==> config.mk <==
export PLATFORM = sky130hd
export DESIGN_NAME = nibble_stream_arbiter
export DESIGN_NICKNAME = d
export VERILOG_FILES = /design/src/rtl/nibble_stream_arbiter.sv
export SDC_FILE = /design/constraint.sdc
export NUM_CORES = 1
export LEC_CHECK = 0
export BUFFER_PORTS_ARGS = -buffer_cell sky130_fd_sc_hd__buf_4
export CELL_PAD_IN_SITES_DETAIL_PLACEMENT = 0
export CELL_PAD_IN_SITES_GLOBAL_PLACEMENT = 1
export CORE_AREA = 5 5 52 54
export DETAILED_ROUTE_END_ITERATION = 6
export DIE_AREA = 0 0 57 59
export GPL_TIMING_DRIVEN = 0
export PLACE_DENSITY_LB_ADDON = 0.1
export SYNTH_ARGS = -nofsm -noshare
export SYNTH_HDL_FRONTEND = slang
export SYNTH_SLANG_ARGS = --single-unit
==> constraint.sdc <==
create_clock -name clk -period 2.4 [get_ports clk]
set_input_delay 0.72 -clock clk [delete_from_list [all_inputs] [get_ports clk]]
set_output_delay 0.72 -clock clk [all_outputs]
set_load 0.1 [all_outputs]
==> src/rtl/nibble_stream_arbiter.sv <==
// rtl/nibble_stream_arbiter.sv - round-robin byte arbiter serializing granted bytes into a tagged nibble stream
//
// Ports:
//   clk       in   clock, rising edge
//   reset     in   asynchronous active-high reset
//   req_val   in   [p_nreqs]    per-requester byte valid
//   req_msg   in   [8*p_nreqs]  requester i byte at [8i+7:8i]
//   req_rdy   out  [p_nreqs]    one-hot grant, zero outside the accept window
//   out_val   out  nibble valid
//   out_msg   out  [4]  nibble data
//   out_src   out  [2]  index of the requester owning the current byte
//   out_last  out  1 on the second nibble of a byte
//   out_rdy   in   downstream ready
//
// Build option: NIBBLE_STREAM_ARBITER_HI_FIRST_EN emits the high nibble first.

module nibble_stream_arbiter #(
    parameter int p_nreqs = 2
) (
    input  logic                   clk,
    input  logic                   reset,
    input  logic [p_nreqs-1:0]     req_val,
    input  logic [8*p_nreqs-1:0]   req_msg,
    output logic [p_nreqs-1:0]     req_rdy,
    output logic                   out_val,
    output logic [3:0]             out_msg,
    output logic [1:0]             out_src,
    output logic                   out_last,
    input  logic                   out_rdy
);

    typedef enum logic [1:0] {
        IDLE,
        FIRST,
        SECOND
    } state_t;

    state_t     state;
    state_t     state_nxt;
    logic [7:0] byte_q;
    logic [1:0] src_q;
    logic [1:0] ptr;

    logic       window;
    logic       found;
    logic [1:0] gnt_idx;
    logic       hs;
    logic [7:0] gnt_byte;
    logic [1:0] ptr_nxt;
    logic [3:0] first_nib;
    logic [3:0] second_nib;

`ifdef NIBBLE_STREAM_ARBITER_HI_FIRST_EN
    assign first_nib  = byte_q[7:4];
    assign second_nib = byte_q[3:0];
`else
    assign first_nib  = byte_q[3:0];
    assign second_nib = byte_q[7:4];
`endif

    // A new byte may be taken while idle, or in the same cycle the high
    // nibble leaves, which gives back-to-back bytes every two cycles.
    assign window = (state == IDLE) || ((state == SECOND) && out_rdy);

    // Round-robin search: first pass covers ptr..p_nreqs-1, second pass
    // wraps around to 0..ptr-1.
    always_comb begin
        found   = 1'b0;
        gnt_idx = 2'd0;
        for (int i = 0; i < p_nreqs; i++) begin
            if (!found && req_val[i] && (i >= int'(ptr))) begin
                found   = 1'b1;
                gnt_idx = 2'(i);
            end
        end
        for (int i = 0; i < p_nreqs; i++) begin
            if (!found && req_val[i] && (i < int'(ptr))) begin
                found   = 1'b1;
                gnt_idx = 2'(i);
            end
        end
    end

    assign hs = window && found;

    always_comb begin
        req_rdy  = '0;
        gnt_byte = 8'h00;
        for (int i = 0; i < p_nreqs; i++) begin
            if (hs && (gnt_idx == 2'(i))) begin
                req_rdy[i] = 1'b1;
                gnt_byte   = req_msg[8*i +: 8];
            end
        end
    end

    assign ptr_nxt = (gnt_idx == 2'(p_nreqs - 1)) ? 2'd0 : gnt_idx + 2'd1;

    always_comb begin
        state_nxt = state;
        out_val   = 1'b0;
        out_msg   = 4'h0;
        out_src   = 2'd0;
        out_last  = 1'b0;
        case (state)
            IDLE: begin
                if (hs) state_nxt = FIRST;
            end
            FIRST: begin
                out_val = 1'b1;
                out_msg = first_nib;
                out_src = src_q;
                if (out_rdy) state_nxt = SECOND;
            end
            SECOND: begin
                out_val  = 1'b1;
                out_msg  = second_nib;
                out_src  = src_q;
                out_last = 1'b1;
                if (out_rdy) state_nxt = hs ? FIRST : IDLE;
            end
            default: state_nxt = IDLE;
        endcase
    end

    always_ff @(posedge clk or posedge reset) begin
        if (reset) begin
            state  <= IDLE;
            byte_q <= 8'h00;
            src_q  <= 2'd0;
            ptr    <= 2'd0;
        end else begin
            state <= state_nxt;
            if (hs) begin
                byte_q <= gnt_byte;
                src_q  <= gnt_idx;
                ptr    <= ptr_nxt;
            end
        end
    end

endmodule

; Word-level counts from Yosys, hierarchy flattened
; Cells that the tools add are included.
[op_classes]
add_sub_neg = 1
muxes = 21
n_reduce_logical = 19
n_eq_ne = 6
order_cmp = 4
[op_table]
columns = op, n
row1 = 8-bit 2-to-1 mux, 2
row2 = 2-bit 2-to-1 mux, 7
row3 = 1-bit logical AND, 11
row4 = 1-bit 2-to-1 mux, 10
row5 = 4-bit case mux with 2 select lines, 1
row6 = "2-bit != test, second input constant", 3
row7 = 2-bit case mux with 3 select lines, 1
row8 = "2-bit by 1-bit equality test with 1-bit output, second input constant", 2
row9 = "1-bit by 2-bit >= comparator with 1-bit output, first input constant", 2
row10 = 2-bit zero test, 2
row11 = "1-bit by 2-bit < comparator with 1-bit output, first input constant", 2
row12 = 1-bit zero test, 3
row13 = 3-bit AND reduction, 1
row14 = "2-bit by 1-bit adder with 2-bit output, second input constant", 1
row15 = "2-bit equality test, second input constant", 1
row16 = 2-bit OR reduction, 1
row17 = 1-bit logical OR, 1
[word_totals]
in_bits = 21
reg_bits = 14
word_cells = 55
out_inout_bits = 10

; Longest topological paths before layout
[logic_depth]
word_depth = 19
mapped_depth = 6
mapped_depth_nobuf = 5

; Least setup slack after synthesis
; Ideal clock, no wire load.
[synth_timing]
path_type = register to output
start = register state[0]
end = output port out_msg[0]
setup_slack_ns = -1.301
n_path_buf = 0
path_stages_with_launch = 5
arrival_time_ns = 2.981
t_required_ns = 1.680
path_cell_list = dfrtp_1 inv_1 ha_1 a22oi_1 nor2b_1
[synth_between]
elab_chain_len = 2
word_cells_on_any_way = 3
classes_between = eq/ne (2) / mux (1)
[synth_lines]
columns = item, line
row1 = start: declaration, 38  ; state_t state;
row2 = start signal: assignment, 133  ; state <= state_nxt;
row3 = 2-bit equality test / 2-bit by 1-bit equality test with 1-bit output (equally long branches), 105  ; case (state)
row4 = 4-bit case mux with 2 select lines (*), 105
row5 = end: declaration, 26  ; output logic [3:0] out_msg,
; Mark *: on every way between the ends. The rest lies on a longest branch, timed or not.

; Worst setup path in the final report
[layout_timing]
start = register state[1]
end = output port out_msg[0]
; The elaborated chain is that of the path after synthesis.

==> key figures <==
Placement
  • Place WS: -145 ps
  • Placed wire-length estimate: 1.37 mm
  • Final Wtd Congestion: 0.687
  • Port bufs: 29

Global routing
  • Vias in the first global route: 672
  • Total global routing overflow: 0
  • Total track usage: 12.3%
  • Largest net degree at the start of global routing: 13
  • First-pass GRT wire length: 3.10 mm
  • Initial antenna violation count: 0

Timing
  • Fin crit share: 98.4%
  • Hold Fails Final Rpt: 0
  • RSZ-0062 raised after global routing: yes
  • Fin Clk Skew: 4.90 ps
  • Fmax: 424 MHz
  • Crit path time final: 2360 ps
  • Final Slew Violations: 0
  • Final setup viols: 0
  • Final setup margin: 38.8 ps

Route
  • Met1 Wirelength: 878 microns
  • DR iter-0 viols: 7
  • WL met2: 957 microns
  • Drt total wl: 1.94 mm
  • DRC Markers: 0
  • Final ANT Viol Nets: 0
  • DR top layer: met3
  • Vias/cell: 5.05
  • Post-DR wirelength/cell: 14.9 microns
  • 1st-pass router iterations: 2
  • Number of vias in the routed layout: 656
  • Met3 routed WL: 106 microns

Cells and area
  • Commonest non-fill, non-tap cell in the layout: buf_4
  • Synth-to-layout area growth: 61.3%
  • Final #Nets: 130
  • Most frequent cells in the layout: buf_4 (35), dfrtp_1 (12), o21a_1 (8), a221o_1 (8)
  • Share of cells above drive strength 1: 58.8%
  • # diodes: 0

Critical path
  • Crit path kind: flip-flop to primary output
  • Required time at the worst-slack endpoint: 1680 ps
  • Reg2reg end: byte_q[1]
  • Top fanout value on the critical path: 6
  • Reg2Reg Launch Point: state[1]
  • Worst reg2reg path depth: 7
  • Worst setup EP type: primary output
  • CP Data Arrival Time: 1640 ps
  • Worst reg2reg setup slack: 720 ps
  • Startpoint Class: flip-flop

CTS
  • CTS buffer count: 3
  • H-tree levels: 1
  • CTS Sinks: 12
  • Worst-Skew Late Latency: 270 ps
  • CTS tree: yes
  • Bufs on Longest Clock Path: 2
  • Clock root buffer master: clkbuf_4
  • Clock-pin slew on the worst setup and hold paths: 80 ps

Status
  • Status: finished, final reports clean

Hold path
  • Hold Path Class: input port to async pin

Yosys
  • #FFs+latches synth: 12
  • Post-synthesis sequential area ratio: 42.3%
  • Syn nets: 89
  • Yosys cell types: 22
  • Mapped cell area: 711 sq um
  • YS warnings: 0
  • Synth Instances: 63
  • Synthesized area per cell: 11.3 sq um

Die
  • Die area: 0.00336 sq mm
  • Die X: 57 microns
  • Core area: 0.00217 sq mm
  • Ports: 31
  • Die Ht: 59 microns
  • FP Rows: 17
  • Starting Density: 32.8%

Flow run
  • Max Cap Viol: 0
cells by family after synthesis:
family / Yosys count / share of synthesized area (%)
multiplexers: 1 / 1.58
flip-flops: 12 / 42.3
adder cells (fa/ha/maj): 5 / 8.80
other: 1 / 0.528
buffers and inverters: 9 / 6.51
AND/OR/NAND/NOR: 7 / 6.16
AO/OA/AOI/OAI: 28 / 34.2
through the flow:
step	cells	setup TNS, ps	instance area (sq um)	hold slack [ps]	utilization [%]
after floorplan	63	-2470	757	442	-
after global placement	120	-202	1010	451	46.5
after detailed placement	120	-181	1010	464	46.5
after CTS	128	-48.8	1100	477	50.8
after global routing	130	-26.7	1150	501	52.8
final	130	0	1150	460	52.8
what timing repair did:
item | 4_1_cts | 5_1_grt
resized for setup | 8 | 6
hold buffers | 0 | 0
setup endpoints to repair | 7 | 6
pin swaps | 1 | 1
buffers inserted | 5 | 2
cells in the mapped netlist:
library cell | number | share of area, %
mux2_2 | 1 | 1.6
o21a_1 | 8 | 8.5
a21oi_2 | 1 | 1.2
a211oi_1 | 1 | 1.1
inv_1 | 6 | 3.2
conb_1 | 1 | 0.53
dfrtp_1 | 12 | 42
ha_1 | 5 | 8.8
o32ai_1 | 1 | 1.2
a22oi_1 | 4 | 4.2
a221o_1 | 8 | 11
and2_1 | 1 | 0.88
nor2b_1 | 4 | 3.5
o21ba_2 | 1 | 1.4
a21o_1 | 1 | 1.1
or2_1 | 1 | 0.88
buf_6 | 1 | 1.6
buf_2 | 1 | 0.70
nor2_2 | 1 | 0.88
buf_4 | 1 | 1.1
a211oi_4 | 1 | 2.8
a21oi_1 | 2 | 1.4
area by class of cell:
type | instances | area (sq um)
Clock buffer | 3 | 22.5
Tap cell | 28 | 35.0
Timing Repair Buffer | 36 | 294
Fill cell | 218 | 1020
Multi-Input combinational cell | 42 | 445
Buffer | 3 | 26.3
Inverter | 6 | 22.5
Sequential cell | 12 | 300
state kept, by name (all words and copies together), names as in the netlist:
signal	cells
state	2
ptr	1
byte_q	8
src_q	1
how the worst max path moves through the flow:
stage               cells after the start          to  startpoint
global placement                        5  req_rdy[0]     out_rdy
finish                                  5  out_msg[0]    state[1]
floorplan                               3  out_msg[0]    state[1]
detailed placement                      5  req_rdy[0]     out_rdy
global route                            6  req_rdy[0]    state[1]
CTS                                     5  out_msg[3]    state[0]
per-layer routing:
metal	global-route usage, %	up-vias
met5	0	-
met4	4.97	0
met3	3.49	0
met2	19.6	20
met1	15.8	319
li1	-	317
critical path, stage by stage (launching register included):
cell	delay [ps]
dfrtp_1	440
ha_4	200
buf_4	160
a22oi_1	280
nor2b_4	60
buf_4	230
Power is not shown: default switching activity piles up to over one toggle a cycle in this logic, so the estimate is an artifact.
